<file path="config.mk">
export PLATFORM = sky130hd
export DESIGN_NAME = axi_stream_rx
export DESIGN_NICKNAME = d
export VERILOG_FILES = /design/src/rtl/axi_stream_rx.sv
export SDC_FILE = /design/constraint.sdc
export NUM_CORES = 1
export LEC_CHECK = 0
export CAP_MARGIN = 25
export CORE_MARGIN = 2
export CORE_UTILIZATION = 40
export DETAILED_ROUTE_END_ITERATION = 10
export HOLD_SLACK_MARGIN = 0.03
export SYNTH_ARGS = -nofsm -noshare
export SYNTH_HDL_FRONTEND = slang
export SYNTH_SLANG_ARGS = --single-unit
</file>
<file path="constraint.sdc">
create_clock -name aclk -period 4.1 [get_ports aclk]
set_clock_uncertainty 0.2 [all_clocks]
set_input_delay 0.82 -clock aclk [delete_from_list [all_inputs] [get_ports aclk]]
set_output_delay 0.82 -clock aclk [all_outputs]
set_load 0.05 [all_outputs]
</file>
<file path="src/rtl/axi_stream_rx.sv">
// -----------------------------------------------------------------------------
// axi_stream_rx
//
// AXI-Stream slave front end of the histogram IP. Incoming pixels pass through
// a 2-entry skid buffer, which lets s_tready come straight from a flop, and are
// forwarded to the histogram block over a valid/ready interface. On every
// delivered pixel the block checks where tlast falls relative to the configured
// frame size, and pulses frame-done and framing-error flags.
//
// Ports:
//   aclk, areset          clock (rising edge), asynchronous active-high reset
//   s_tdata/tvalid/tlast  AXI-Stream beat from the upstream master
//   s_tready              AXI-Stream ready, registered
//   pix_data_o/last_o     beat presented to the histogram block
//   pix_valid_o           pixel valid (registered)
//   pix_ready_i           histogram block accepts the pixel
//   pixel_count_o         pixels delivered so far in the current frame
//   frame_done_o          1-cycle pulse when a frame is closed
//   err_early_last_o      1-cycle pulse: tlast before P_FRAME_PIXELS pixels
//   err_missing_last_o    1-cycle pulse: P_FRAME_PIXELS-th pixel without tlast
// -----------------------------------------------------------------------------
module axi_stream_rx #(
    parameter int P_DW           = 8,
    parameter int P_FRAME_PIXELS = 1024,
    parameter int P_CW           = 16
) (
    input  logic            aclk,
    input  logic            areset,
    input  logic [P_DW-1:0] s_tdata,
    input  logic            s_tvalid,
    input  logic            s_tlast,
    output logic            s_tready,
    output logic [P_DW-1:0] pix_data_o,
    output logic            pix_valid_o,
    output logic            pix_last_o,
    input  logic            pix_ready_i,
    output logic [P_CW-1:0] pixel_count_o,
    output logic            frame_done_o,
    output logic            err_early_last_o,
    output logic            err_missing_last_o
);

    localparam logic [P_CW-1:0] LP_FRAME_PIXELS = P_CW'(P_FRAME_PIXELS);

    typedef enum logic [1:0] {
        ST_EMPTY,
        ST_ONE,
        ST_FULL
    } buf_state_t;

    buf_state_t      state_q;
    buf_state_t      state_d;
    logic            load_main_in;    // main register takes the incoming beat
    logic            load_skid_in;    // skid register takes the incoming beat
    logic            load_main_skid;  // skid register drains into main
    logic [P_DW-1:0] skid_data_q;
    logic            skid_last_q;
    logic            accept;
    logic            deliver;
    logic [P_CW-1:0] pix_index;       // 1-based index of the pixel being delivered

    assign accept    = s_tvalid & s_tready;
    assign deliver   = pix_valid_o & pix_ready_i;
    assign pix_index = pixel_count_o + P_CW'(1);

    // -------------------------------------------------------------------------
    // Buffer control
    // -------------------------------------------------------------------------
    // NOTE: every signal assigned in this block gets a default first, so no
    // path through the case leaves a value unassigned and no latch is inferred.
    always_comb begin
        state_d        = state_q;
        load_main_in   = 1'b0;
        load_skid_in   = 1'b0;
        load_main_skid = 1'b0;
        unique case (state_q)
            ST_EMPTY: begin
                if (accept) begin
                    state_d      = ST_ONE;
                    load_main_in = 1'b1;
                end
            end
            ST_ONE: begin
                if (accept && deliver) begin
                    load_main_in = 1'b1;
                end else if (accept) begin
                    state_d      = ST_FULL;
                    load_skid_in = 1'b1;
                end else if (deliver) begin
                    state_d = ST_EMPTY;
                end
            end
            ST_FULL: begin
                // s_tready is low here, so only a delivery can happen.
                if (deliver) begin
                    state_d        = ST_ONE;
                    load_main_skid = 1'b1;
                end
            end
            default: state_d = ST_EMPTY;
        endcase
    end

    // Ready and valid are decoded from the next state and registered, so both
    // interfaces see clean flop outputs.
    // NOTE: sequential state uses non-blocking assignments so every flop
    // samples pre-edge values regardless of process evaluation order.
    always_ff @(posedge aclk or posedge areset) begin
        if (areset) begin
            state_q     <= ST_EMPTY;
            s_tready    <= 1'b1;
            pix_valid_o <= 1'b0;
        end else begin
            state_q     <= state_d;
            s_tready    <= (state_d != ST_FULL);
            pix_valid_o <= (state_d != ST_EMPTY);
        end
    end

    // NOTE: the data registers are reset as well because pix_data_o and
    // pix_last_o must read zero out of reset; the skid entry follows suit so
    // the datapath has a single, uniform reset behaviour.
    always_ff @(posedge aclk or posedge areset) begin
        if (areset) begin
            pix_data_o  <= '0;
            pix_last_o  <= 1'b0;
            skid_data_q <= '0;
            skid_last_q <= 1'b0;
        end else begin
            if (load_main_in) begin
                pix_data_o <= s_tdata;
                pix_last_o <= s_tlast;
            end else if (load_main_skid) begin
                pix_data_o <= skid_data_q;
                pix_last_o <= skid_last_q;
            end
            if (load_skid_in) begin
                skid_data_q <= s_tdata;
                skid_last_q <= s_tlast;
            end
        end
    end

    // -------------------------------------------------------------------------
    // Frame checking: evaluated on every delivered pixel. A frame closes on
    // tlast or on the last expected pixel, whichever comes first, so the
    // counter never exceeds P_FRAME_PIXELS-1.
    // -------------------------------------------------------------------------
    always_ff @(posedge aclk or posedge areset) begin
        if (areset) begin
            pixel_count_o      <= '0;
            frame_done_o       <= 1'b0;
            err_early_last_o   <= 1'b0;
            err_missing_last_o <= 1'b0;
        end else begin
            frame_done_o       <= 1'b0;
            err_early_last_o   <= 1'b0;
            err_missing_last_o <= 1'b0;
            if (deliver) begin
                if (pix_last_o || (pix_index == LP_FRAME_PIXELS)) begin
                    pixel_count_o      <= '0;
                    frame_done_o       <= 1'b1;
                    // pix_index cannot exceed the frame size, so "not equal"
                    // means the tlast arrived early.
                    err_early_last_o   <= pix_last_o && (pix_index != LP_FRAME_PIXELS);
                    err_missing_last_o <= !pix_last_o;
                end else begin
                    pixel_count_o <= pix_index;
                end
            end
        end
    end

endmodule

</file>
==> flow_metrics.env, run 1 <==
export IMPL_io_buffers=42
export IMPL_path_cells="clkdlybuf4s50_1"
export IMPL_hold_viol=0
export IMPL_cts_buffer_depth=2
export IMPL_period_share=0.704
export IMPL_clock_latency_ns=0.29
export IMPL_synth_distinct_cells=46
export IMPL_rsz0062_at_grt="no"
export IMPL_routed_via_density=5.22
export IMPL_grt_overflow=0
export IMPL_clkTransAtPathRegs_ns=0.08
export IMPL_end_kind="primary output"
export IMPL_grt_pass1_wl_um=7760
export IMPL_place_area_um2=2550
export IMPL_initial_utilization=0.410
export IMPL_setup_slack_ns=1.21
export IMPL_hp_class="reg2reg"
export IMPL_fp_dieW_um=76.1
export IMPL_r2r_start="pixel_count_o[0]"
export IMPL_tightestPinTransition_ns=0.786
export IMPL_ios=43
export IMPL_setup_tns_ns=0
export IMPL_cts_sinks=41
export IMPL_slew_viol_final=0
export IMPL_worstSetupPathType="reg2out"
export IMPL_syn_nets=227
export IMPL_wirelength_um=4520
export IMPL_synthCells=213
export IMPL_synth_top_area_share=0.481
export IMPL_avgSynthCellArea_um2=9.77
export IMPL_die_area_um2=5800
export IMPL_synth_area_leader_cell="dfrtp_1"
export IMPL_finalWeightedCongestion=0.762
export IMPL_n_antenna_cell=0
export IMPL_areaGrowthSynthToFinish_pct=27.9
export IMPL_finalNetCount=266
export IMPL_drc_errors=0
export IMPL_finalInstanceArea_um2=2660
export IMPL_htree_levels=2
export IMPL_ctsHoldBuffers=0
export IMPL_nFillCells=482
export IMPL_leakagePower_nw=1.10
export IMPL_cp_num_buf_inv=1
export IMPL_rrSetupSlack_ns=1.55
export IMPL_arrival_ns=1.87
export IMPL_drt_initial_drc_count=84
export IMPL_fmax_ghz=0.346
export IMPL_ys_seq_elements=41
export IMPL_dp_worst_setup_slack_ns=1.12
export IMPL_cts_resized=0
export IMPL_antenna_found_initial=0
export IMPL_final_layout_size_suffix_gt1_frac=0.126
export IMPL_crit_cells=1
export IMPL_wire_per_inst_um=14.0
export IMPL_std_cell_rows=26
export IMPL_grt_pass1_vias=1620
export IMPL_ys_seq_area_frac=0.493
export IMPL_ant_nets=0
export IMPL_die_h_um=76.1
export IMPL_crit_start="pix_last_o"
export IMPL_grt_max_degree=42
export IMPL_reg2regPathDepth=7
export IMPL_core_area_um2=5070
export IMPL_outcome="completed"
export IMPL_cts_tree="yes"
export IMPL_synthTopCellsByCount="nand2_1, dfrtp_1, o21ai_0, mux2_2, nor2_1"
export IMPL_synth_ff_type="dfrtp_1"
export IMPL_dp_hpwl_um=2950
export IMPL_synth_area_top_cells="dfrtp_1, nand2_1, mux2_2"
export IMPL_critPathLaunchType="flip-flop"
export IMPL_yosysWarningCount=0
export IMPL_ctsRootBufferMaster="clkbuf_8"
export IMPL_numCtsBuffers=5
export IMPL_cp_required_ns=3.08
export IMPL_cts_setup_buffers=0
export IMPL_peakVddDrop_mv=0.459
export IMPL_layout_min_cycle_time_ns=2.89
export IMPL_cp_slowest_stage_delay_ns=0.91
export IMPL_maxCapViolCount=0
export IMPL_ys_async_sr_fraction=1.00
export IMPL_yosysMostFrequentCell="nand2_1"
export IMPL_crit_family="buffers and inverters"
export IMPL_syn_area_um2=2080
export IMPL_holdWs_ns=0.280
export IMPL_synth_edf_count=0
export IMPL_critical_path_max_fanout=15
export IMPL_vias=1687
export IMPL_reg2reg_to="pixel_count_o[10]"
export IMPL_cp_slowest_cell="clkdlybuf4s50_1"
export IMPL_setup_worst_path_end="pix_last_o"
export IMPL_slew_headroom=0.474
export IMPL_gr_usage_all_layers=0.165
export IMPL_setup_viol=0
export IMPL_first_pass_iters=4
export IMPL_power_density_nw_per_um2=718
## worst min-delay path by stage
stage	startpoint	to	slack, ns	cells after the start
after floorplan	skid_data_q[0]	pix_data_o[0]	0.26	2
after global placement	pix_data_o[5]	pix_data_o[5]	0.27	2
after detailed placement	pix_data_o[7]	pix_data_o[7]	0.26	2
after CTS	pix_data_o[1]	pix_data_o[1]	0.28	2
after global routing	state_q[1]	state_q[0]	0.32	1
final	pix_data_o[1]	pix_data_o[1]	0.28	2
## where the power goes
group	internal [mW]	switching (mW)	total, mW	leakage (nW)
logic	0.326	0.556	0.882	0.525
clock network	0.199	0.142	0.341	0.0585
registers	0.551	0.138	0.689	0.513
## through the flow
stage,instances,utilization,total power [mW]
floorplan,213,-,1.31
global route,323,0.525,2.04
global placement,315,0.502,1.57
finish,323,0.525,1.91
CTS,323,0.525,1.93
detailed placement,315,0.502,1.58
## worst reg2reg max path: cells and delay by family, from the launching register on
family,cells,cell delay [ns]
simple gates,3,0.83
flops,1,0.47
fa+ha+maj,1,0.29
compound gates,3,0.65
## kinds of logic after synthesis
logic type               Yosys count  synth area share
flip-flops                        41             0.493
multiplexers                      13            0.0685
XOR/XNOR                           3            0.0126
buffers and inverters             16            0.0373
adder cells (fa/ha/maj)            1           0.00601
AND/OR/NAND/NOR                   92             0.221
AO/OA/AOI/OAI                     47             0.162
## cell usage in the layout, fill, tap and decap left out, types with 2 or more instances in the layout
| cell type | Yosys | final |
|---|---|---|
| or2_2 | 2 | 2 |
| and3_1 | 2 | 2 |
| nor3_1 | 8 | 8 |
| nor3_2 | 2 | 2 |
| o21ai_0 | 13 | 13 |
| a22oi_1 | 8 | 8 |
| or3_1 | 2 | 2 |
| and4_1 | 2 | 2 |
| nand3_1 | 7 | 7 |
| xnor2_1 | 3 | 3 |
| a22o_1 | 3 | 3 |
| o41ai_1 | 2 | 2 |
| a31oi_1 | 2 | 2 |
| dfrtp_1 | 40 | 40 |
| nand4_1 | 2 | 2 |
| buf_4 | 2 | 3 |
| o31ai_1 | 3 | 3 |
| clkdlybuf4s50_1 | 0 | 42 |
| inv_1 | 3 | 3 |
| mux2i_1 | 3 | 3 |
| nand2_1 | 42 | 42 |
| mux2_2 | 10 | 10 |
| nor2_1 | 10 | 10 |
| a21oi_1 | 8 | 8 |
| and2_1 | 4 | 4 |
| clkbuf_8 | 0 | 6 |
## layout make-up
class / instances / area [um2] / area share
Sequential cell: 41 / 1030 / 0.386
Tap cell: 70 / 87.6 / 0.0329
Inverter: 3 / 11.3 / 0.00423
Clock inverter: 1 / 30.0 / 0.0113
Timing Repair Buffer: 45 / 443 / 0.166
Multi-Input combinational cell: 156 / 977 / 0.367
Clock buffer: 7 / 86.3 / 0.0324
## flip-flops by register name, summed over array words and instances (netlist names)
register	flops
pix_valid_o	1
skid_last_q	1
s_tready	1
pix_last_o	1
state_q	2
err_missing_last_o	1
err_early_last_o	1
frame_done_o	1
pixel_count_o	16
pix_data_o	8
skid_data_q	8
## routing by layer
| layer | routed length [um] | part of all wire | GRT usage |
|---|---|---|---|
| met1 | 2220 | 0.49 | 0.229 |
| met2 | 2050 | 0.45 | 0.254 |
| met3 | 202 | 0.045 | 0.0403 |
| met4 | 51 | 0.011 | 0.0582 |
| met5 | 0 | 0 | 0 |
(Power assumes the default switching activity.)
==> run 2: changes to the inputs <==
--- a/config.mk
+++ b/config.mk
@@ -10,6 +10,7 @@
 export CORE_UTILIZATION = 40
 export DETAILED_ROUTE_END_ITERATION = 10
 export HOLD_SLACK_MARGIN = 0.03
+export PLACE_DENSITY = 0.67
 export SYNTH_ARGS = -nofsm -noshare
 export SYNTH_HDL_FRONTEND = slang
 export SYNTH_SLANG_ARGS = --single-unit
==> constraint.sdc (replaced) <==
create_clock -name aclk -period 2.5 [get_ports aclk]
set_clock_uncertainty 0.2 [all_clocks]
set_input_delay 0.5 -clock aclk [delete_from_list [all_inputs] [get_ports aclk]]
set_output_delay 0.5 -clock aclk [all_outputs]
set_load 0.05 [all_outputs]
==> run 2 against run 1 <==
Via count is 1.7% higher. Cell area rose by 2.5%. Clock-buffer cell count decreased by 2. Register-to-register slack worse by 1.3 ns. Die area stayed put. Routed wire length rose by 1.7%. Largest cell class unchanged.
==> flow_metrics.env, run 2 (synthesized netlist as in run 1, its figures left out) <==
export IMPL_outcome="completed"
export IMPL_top_regs="pixel_count_o (16), pix_data_o (8), skid_data_q (8)"
export IMPL_n_antenna_cell=0
export IMPL_slew_headroom=0.655
export IMPL_swShare=0.453
export IMPL_cts_tree="yes"
export IMPL_reg2regPathDepth=7
export IMPL_ios=43
export IMPL_leakagePower_nw=1.13
export IMPL_layout_common_cells="nand2_1, clkdlybuf4s50_1, dfrtp_1"
export IMPL_r2r_start="pixel_count_o[0]"
export IMPL_clock_latency_ns=0.30
export IMPL_rsz0062_at_grt="no"
export IMPL_htree_levels=2
export IMPL_worstSetupPathType="reg2out"
export IMPL_cp_num_buf_inv=1
export IMPL_internal_power_mw=1.69
export IMPL_cp_slowest_stage_delay_ns=0.87
export IMPL_setup_worst_path_end="pixel_count_o[9]"
export IMPL_std_cell_rows=26
export IMPL_finalInstanceArea_um2=2730
export IMPL_io_buffers=42
export IMPL_grt_pass1_wl_um=8050
export IMPL_first_pass_iters=4
export IMPL_layout_min_cycle_time_ns=2.40
export IMPL_die_h_um=76.1
export IMPL_gr_usage_all_layers=0.170
export IMPL_finalPower_mw=3.10
export IMPL_cp_required_ns=1.80
export IMPL_peakVddDrop_mv=0.676
export IMPL_wire_per_inst_um=13.8
export IMPL_crit_cells=1
export IMPL_finalNetCount=275
export IMPL_dp_worst_setup_slack_ns=0.191
export IMPL_drc_errors=0
export IMPL_final_util=0.538
export IMPL_p_seq_frac=0.354
export IMPL_final_layout_size_suffix_gt1_frac=0.172
export IMPL_dpl_cell_count=324
export IMPL_antenna_found_initial=0
export IMPL_maxCapViolCount=0
export IMPL_routed_via_density=5.17
export IMPL_pwr_share_clk=0.148
export IMPL_fmax_ghz=0.416
export IMPL_power_density_nw_per_um2=1140
export IMPL_largest_register="pixel_count_o"
export IMPL_hold_viol=0
export IMPL_hp_class="reg2reg"
export IMPL_cp_slowest_cell="clkdlybuf4s50_1"
export IMPL_setup_viol=0
export IMPL_grt_pass1_vias=1673
export IMPL_pwr_share_comb=0.498
export IMPL_finalWeightedCongestion=0.817
export IMPL_largest_register_ffs=16
export IMPL_core_area_um2=5070
export IMPL_clkTransAtPathRegs_ns=0.09
export IMPL_grt_overflow=0
export IMPL_cts_sinks=41
export IMPL_numCtsBuffers=5
export IMPL_vias=1716
export IMPL_initial_utilization=0.410
export IMPL_cts_buffer_depth=2
export IMPL_grt_max_degree=24
export IMPL_ctsRootBufferMaster="clkbuf_8"
export IMPL_tightestPinTransition_ns=0.516
export IMPL_setup_slack_ns=0.0982
export IMPL_fp_dieW_um=76.1
export IMPL_end_kind="primary output"
export IMPL_crit_family="buffers and inverters"
export IMPL_ant_nets=0
export IMPL_period_share=0.961
export IMPL_crit_start="pixel_count_o[9]"
export IMPL_areaGrowthSynthToFinish_pct=31.1
export IMPL_die_area_um2=5800
export IMPL_rrSetupSlack_ns=0.23
export IMPL_dp_hpwl_um=3260
export IMPL_finalNonFillerCells=332
export IMPL_holdWs_ns=0.290
export IMPL_critPathLaunchType="flip-flop"
export IMPL_path_cells="clkdlybuf4s50_1"
export IMPL_drt_initial_drc_count=167
export IMPL_switching_power_mw=1.41
export IMPL_place_area_um2=2630
export IMPL_slew_viol_final=0
export IMPL_wirelength_um=4600
export IMPL_reg2reg_to="pixel_count_o[10]"
export IMPL_cts_setup_buffers=0
export IMPL_arrival_ns=1.70
export IMPL_setup_tns_ns=0
export IMPL_critical_path_max_fanout=12
run 2: changes by cell type in the layout (fill, tap and decap cells not counted), sizes merged:
cell	previous run	this run
clkinv	0	1
inv	3	4
buf	3	12
clkinvlp	0	1
clkbuf	7	5
bufinv	1	0
run 2: worst min-delay path by stage:
| stage | start | endpoint | slack (ns) | cells past startpoint |
|---|---|---|---|---|
| after global placement | skid_data_q[5] | pix_data_o[5] | 0.27 | 2 |
| after CTS | pix_data_o[7] | pix_data_o[7] | 0.30 | 2 |
| after detailed placement | pix_data_o[6] | pix_data_o[6] | 0.27 | 2 |
| after floorplan | skid_data_q[0] | pix_data_o[0] | 0.26 | 2 |
| after global routing | pix_data_o[7] | pix_data_o[7] | 0.32 | 2 |
| final | pix_data_o[7] | pix_data_o[7] | 0.29 | 2 |
run 2: final cells by class:
cell class                      count  area (um2)
Timing Repair Buffer               54         523
Inverter                            3        11.3
Tap cell                           70        87.6
Clock inverter                      3        25.0
Fill cell                         486        2350
Multi-Input combinational cell    156         983
Sequential cell                    41        1030
Clock buffer                        5        68.8
run 2: layer usage:
layer  global-route usage  vias up  routed length, um
met2                0.266       52               2110
met3               0.0367        6                249
met4               0.0600        0                 58
met5                    0        -                  0
li1                     -      859                  -
met1                0.234      799               2180
run 2: repair_timing:
item	4_1_cts	5_1_grt
setup endpoints to repair	0	4
resized for setup	0	1
hold buffers	0	0
run 2: power by group through the flow:
stage          clock, mW  combinational, mW  sequential, mW
5_1_grt            0.507               1.66            1.14
6_report           0.460               1.54            1.10
3_3_place_gp           0               1.54            1.10
3_5_place_dp           0               1.55            1.11
2_1_floorplan          0              0.593            1.56
4_1_cts            0.477               1.56            1.10
